**config.mk**
```make
export PLATFORM = sky130hd
export DESIGN_NAME = writeback_queue
export DESIGN_NICKNAME = d
export VERILOG_FILES = /design/src/rtl/writeback_queue.sv
export SDC_FILE = /design/constraint.sdc
export NUM_CORES = 1
export LEC_CHECK = 0
export ABC_CLOCK_PERIOD_IN_PS = 2850
export CELL_PAD_IN_SITES_DETAIL_PLACEMENT = 0
export CELL_PAD_IN_SITES_GLOBAL_PLACEMENT = 1
export CORE_AREA = 2 2 199 201
export CTS_CLUSTER_DIAMETER = 150
export DETAILED_ROUTE_END_ITERATION = 12
export DIE_AREA = 0 0 201 203
export GPL_ROUTABILITY_DRIVEN = 0
export PLACE_DENSITY = 0.65
export SLEW_MARGIN = 0
export SYNTH_ARGS = -nofsm -noshare
export SYNTH_HDL_FRONTEND = slang
export SYNTH_SLANG_ARGS = --single-unit
```
**constraint.sdc**
```tcl
create_clock -name clock -period 2.85 [get_ports clock]
set_input_delay 0.57 -clock clock [delete_from_list [all_inputs] [get_ports clock]]
set_output_delay 0.57 -clock clock [all_outputs]
set_load 0.01 [all_outputs]
```
**src/rtl/writeback_queue.sv**
```systemverilog
// ---------------------------------------------------------------------------
// writeback_queue
//
// Small in-order buffer that sits between a result producer and the register
// file write port. Results {rd, data} are queued in a circular buffer and
// drained one per cycle into the register file, oldest first. While results
// wait in the queue, two read ports can look up the youngest pending value
// for a register so that readers never see stale register-file contents.
//
// Handshake (producer side): a result transfers on a rising edge when
// in_valid && in_ready. in_ready is simply "not full"; it never looks at
// in_valid or at a pop in the same cycle, so a full queue stays closed for
// one cycle even while it drains. An offer to register 0 completes the
// handshake but is dropped, since x0 is never written.
//
// Ports:
//   clock, reset        rising-edge clock; synchronous active-high reset
//   in_valid/in_ready   producer handshake
//   in_rd, in_data      destination register and value being offered
//   drain_hold          stalls the register-file write (and so the pop)
//   rf_regwrite         register-file write enable (head entry)
//   rf_wr, rf_wdata     head entry address/data, zero when empty
//   rr1_in, rr2_in      register numbers currently being read
//   hit1/fwd1,hit2/fwd2 pending-value lookup for each read port
//   count, empty, full  occupancy status
// ---------------------------------------------------------------------------
module writeback_queue #(
  parameter int W     = 32,
  parameter int DEPTH = 4
) (
  input  logic                     clock,
  input  logic                     reset,
  input  logic                     in_valid,
  output logic                     in_ready,
  input  logic [4:0]               in_rd,
  input  logic [W-1:0]             in_data,
  input  logic                     drain_hold,
  output logic                     rf_regwrite,
  output logic [4:0]               rf_wr,
  output logic [W-1:0]             rf_wdata,
  input  logic [4:0]               rr1_in,
  input  logic [4:0]               rr2_in,
  output logic                     hit1,
  output logic                     hit2,
  output logic [W-1:0]             fwd1,
  output logic [W-1:0]             fwd2,
  output logic [$clog2(DEPTH):0]   count,
  output logic                     empty,
  output logic                     full
);

  localparam int AW = $clog2(DEPTH);
  localparam int CW = AW + 1;

  // Entry storage. Contents are not reset: an entry is only ever observed
  // through the head/count bookkeeping, which is reset.
  logic [4:0]    r_rd   [DEPTH];
  logic [W-1:0]  r_data [DEPTH];

  logic [AW-1:0] r_head;
  logic [AW-1:0] r_tail;
  logic [CW-1:0] r_count;

  logic          w_full;
  logic          w_empty;
  logic          w_push;
  logic          w_pop;

  // Slot k is the k-th oldest pending entry; live when k < count.
  logic [AW-1:0] w_slot_idx  [DEPTH];
  logic          w_slot_live [DEPTH];

  logic          w_hit1;
  logic          w_hit2;
  logic [W-1:0]  w_fwd1;
  logic [W-1:0]  w_fwd2;

  // -------------------------------------------------------------------------
  // Status and handshake
  // -------------------------------------------------------------------------
  assign w_full  = (r_count == CW'(DEPTH));
  assign w_empty = (r_count == '0);

  assign in_ready = !w_full;
  assign count    = r_count;
  assign empty    = w_empty;
  assign full     = w_full;

  // x0 offers are accepted by the handshake but never stored.
  assign w_push = in_valid && !w_full && (in_rd != 5'd0);

  // -------------------------------------------------------------------------
  // Register-file write side: the head entry is presented straight from
  // storage, so a result can never reach rf_* in the cycle it is offered.
  // -------------------------------------------------------------------------
  assign rf_regwrite = !w_empty && !drain_hold;
  assign rf_wr       = w_empty ? 5'd0    : r_rd[r_head];
  assign rf_wdata    = w_empty ? '0      : r_data[r_head];
  assign w_pop       = rf_regwrite;

  // -------------------------------------------------------------------------
  // Forwarding lookup. Slots are walked oldest to youngest and each match
  // overrides the previous one, so the youngest matching entry wins. The
  // head is included even while it is being written this cycle.
  // -------------------------------------------------------------------------
  for (genvar g = 0; g < DEPTH; g++) begin : g_slot
    assign w_slot_idx[g]  = r_head + AW'(g);
    assign w_slot_live[g] = (CW'(g) < r_count);
  end

  always_comb begin
    w_hit1 = 1'b0;
    w_fwd1 = '0;
    w_hit2 = 1'b0;
    w_fwd2 = '0;
    for (int k = 0; k < DEPTH; k++) begin
      if (w_slot_live[k] && (rr1_in != 5'd0) && (r_rd[w_slot_idx[k]] == rr1_in)) begin
        w_hit1 = 1'b1;
        w_fwd1 = r_data[w_slot_idx[k]];
      end
      if (w_slot_live[k] && (rr2_in != 5'd0) && (r_rd[w_slot_idx[k]] == rr2_in)) begin
        w_hit2 = 1'b1;
        w_fwd2 = r_data[w_slot_idx[k]];
      end
    end
  end

  assign hit1 = w_hit1;
  assign hit2 = w_hit2;
  assign fwd1 = w_fwd1;
  assign fwd2 = w_fwd2;

  // -------------------------------------------------------------------------
  // Pointer and occupancy state. Reset wins over any push/pop that cycle.
  // -------------------------------------------------------------------------
  always_ff @(posedge clock) begin
    if (reset) begin
      r_head  <= '0;
      r_tail  <= '0;
      r_count <= '0;
    end else begin
      if (w_push) begin
        r_tail <= r_tail + AW'(1);
      end
      if (w_pop) begin
        r_head <= r_head + AW'(1);
      end
      case ({w_push, w_pop})
        2'b10:   r_count <= r_count + CW'(1);
        2'b01:   r_count <= r_count - CW'(1);
        default: r_count <= r_count;
      endcase
    end
  end

  // Entry write port. Suppressed under reset so a discarded offer never
  // lands in storage.
  always_ff @(posedge clock) begin
    if (!reset && w_push) begin
      r_rd[r_tail]   <= in_rd;
      r_data[r_tail] <= in_data;
    end
  end

endmodule

```
==> impl_results.md <==
* H-tree Lvls at 4
* Syn avg cell area at 11.2 sq um
* PortBufs at 160
* Nature of the critical path endpoint: output port
* Max-slew headroom at 0.597
* CP max FO at 7
* Synth Net Count at 1087
* Post-CTS Hold Fix Bufs at 0
* Syn Inst Count at 1027
* Sequential cell area at 4640 sq um
* CTS sink cnt at 157
* Post-Route Utilization at 0.493
* Setup TNS at -51.57 ns
* CP top delay family: buffers and inverters
* Largest family of logic cells by synthesized area: multiplexers
* Register area share after synthesis at 0.403
* Most frequent CP cell: buf_12
* Global Route met3 Usage at 0.0377
* All-Layer GR Usage at 0.219
* Max clock buf depth at 2
* Vias in the first global route at 10900
* Met2 usage at 0.381
* Yosys warns at 0
* CTS tree: done
* Largest net degree at the start of global routing at 51
* GR peak layer: met2
* Detailed Place HPWL at 29.1 mm
* Ys flop type: edfxtp_1
* Per-cell routed wire length at 23.8 um
* Num CTS Buffers at 17
* VDD IR-drop max at 0.420 mV
* Row cnt at 72
* Static leakage at 6.72 nW
* IO Count at 161
* CP Class: flop to output port
* First-pass GRT wire length at 67.1 mm
* DRT antenna net count at 0
* Initial Utilization at 0.298
* Critical Path, Cell by Cell: buf_12 -> buf_12 -> mux4_2 -> xnor2_2 -> nand4_1 -> buf_6 -> buf_12 -> buf_12 -> o31a_1 -> o211ai_1 -> buf_2
* Total global routing overflow at 0
* Endpoints failing hold at 0
* Initial antenna violation count at 2
* Hold Crit Class: flop to flop
* Slowest-stage cell, CP: mux4_2
* Clk slew on worst S/H paths at 0.06 ns
* Vias per inst at 5.45
* Worst hold slack at 0.567 ns
* Layout cell share with drive strength beyond 1 at 0.577
* RSZ-0062 raised after global routing: yes
* Pre-Repair DR Iteration Count at 5
* Nets at 1470
* Total power at 0.0135 W
* Fraction of the mapped netlist area in adder cells at 0.00981
* Clock latency on the worst-skew pair at 0.44 ns
* Measured slew at the worst slew-check pin at 0.604 ns
* CP Launch Type: flop
* CP Buf/Inv Count at 6
* Via count at 10600
* Final cycle utilization of the critical path at 1.32
* Setup violators final at 68
* Iter 0 DRT Violations at 816
* Compound-Gate Fraction of Synth Area at 0.127
* Grt met1 use at 0.269
* Cell area power density at 710 nW/um^2
* Violated checks: setup timing
* Die Y at 203 um
* Post-Syn Area at 11500 sq um
* CORE AREA at 38500 sq um
* Syn-to-layout area delta at 65.2%
* Mux cell area share after synthesis at 0.235
* Max incr delay on CP at 0.54 ns
* Max cap viols at 0
* Die Width at 201 um
* Synth Area in XOR/XNOR at 0.0336
* Fillcell total at 3373
* Max Slew Vio Count at 0
* WP data required at 2.28 ns
* Status: finished with violations
* Area of the multi-input gates at 8200 sq um
* Pre-CTS setup slack at -1.12 ns
* Post-synthesis register bit count at 157
* Final worst slack at -0.909 ns
* Die area at 40800 sq um
* Clock root buffer: clkbuf_16
* Post-synth EDFFs at 148
* Min Clock Period, post-route at 3.76 ns
* Fraction of registers with async set/reset at 0
* Simple-Gate Fraction of Synth Area at 0.147
* Fmax at 266 MHz
* Setup Skew at 0.00938 ns
* DRC violations left at 0
* Drt total wl at 46.3 mm
* Post-synth cell types at 47
* WP data arrival at 3.19 ns
power by group:
group | switching (W) | leakage, nW | internal, W | total, W
Combinational | 0.00410 | 5.02 | 0.00430 | 0.00840
Clock | 0.00103 | 0.279 | 0.00123 | 0.00226
Sequential | 0.000118 | 1.42 | 0.00268 | 0.00279
Yosys cell counts, types with 9 or more instances:
cell,count,area share
nor3_1,45,0.020
nor3_2,30,0.026
o21ai_0,59,0.026
and2_1,39,0.021
dfxtp_1,9,0.016
a211oi_1,36,0.024
mux2i_1,39,0.034
a21oi_1,31,0.014
nand2_1,87,0.028
mux2_2,31,0.030
buf_1,11,0.0036
mux4_2,87,0.17
inv_1,12,0.0039
o31a_1,25,0.019
edfxtp_1,148,0.39
nor2_1,81,0.026
o221ai_1,22,0.017
xnor2_1,42,0.032
clkbuf_1,58,0.019
a31oi_1,34,0.019
buf_2,26,0.011
ha_1,9,0.0098
cells in the final DEF (no fill, tap or decap), types with 22 or more instances in the layout:
cell type	instances
buf_4	153
edfxtp_1	148
buf_6	113
mux4_2	87
nor2_1	64
buf_2	60
nand2_1	57
clkdlybuf4s50_1	57
buf_12	55
o21ai_0	48
mux2i_1	37
mux2_2	31
nor3_2	30
nor3_4	30
a21oi_1	30
o31a_1	25
xnor2_1	24
clkbuf_16	22
final timing paths:
kind                            cells past startpoint  slack (ns)      start        end
worst max register to register                     11        0.62   count[0]   count[2]
worst min register to register                      2        0.57  r_tail[1]  r_tail[1]
worst max-delay path                               11       -0.91  r_head[0]   fwd2[17]
worst min-delay path                                2        0.57  r_tail[1]  r_tail[1]
through the flow:
step                      area [sq um]  instances
after global routing             19000       1943
after detailed placement         15400       1808
after floorplan                  11700       1027
after CTS                        18000       1933
final                            19000       1944
after global placement           15400       1808
state kept, by name, indices dropped and copies added (netlist names), named ones only:
signal and flops:
r_data 128, r_rd 20, count 3, r_head 2, r_tail 2
area by class of cell:
| class | count | share of cell area |
|---|---|---|
| tap | 518 | 0.0342 |
| timing repair buffer | 466 | 0.256 |
| clock inverter | 15 | 0.00778 |
| sequential | 157 | 0.245 |
| antenna | 3 | 0.000396 |
| clock buffer | 17 | 0.0224 |
| inverter | 12 | 0.00237 |
| multi-input combinational | 756 | 0.432 |
timing repair:
action	CTS	global route
buffers inserted	96	25
cloned	7	7
gates resized for setup	672	207
endpoints found under the setup margin	104	98
pin swaps	74	83
tightest hold or removal path, stage by stage, from the launching register on:
cell	delay, ns
dfxtp_1	0.34
mux2i_1	0.14
nor2_1	0.05
metal layers:
| layer | wire length, um | part of all wire | up-vias |
|---|---|---|---|
| met3 | 2290 | 0.049 | 70 |
| met4 | 1270 | 0.028 | 0 |
| met2 | 23600 | 0.51 | 388 |
| met1 | 19100 | 0.41 | 5391 |
| li1 | - | - | 4753 |
| met5 | 0 | 0 | - |
cells by family (layout without fill, tap and decap cells):
logic type,Yosys count,after routing
fa+ha+maj,9,9
xor+xnor,44,44
mux,157,157
compound gates,222,222
other cells,0,3
buf+inv,114,510
simple gates,324,324
flops,157,157
Note: power is estimated with default switching activity, not from simulation.
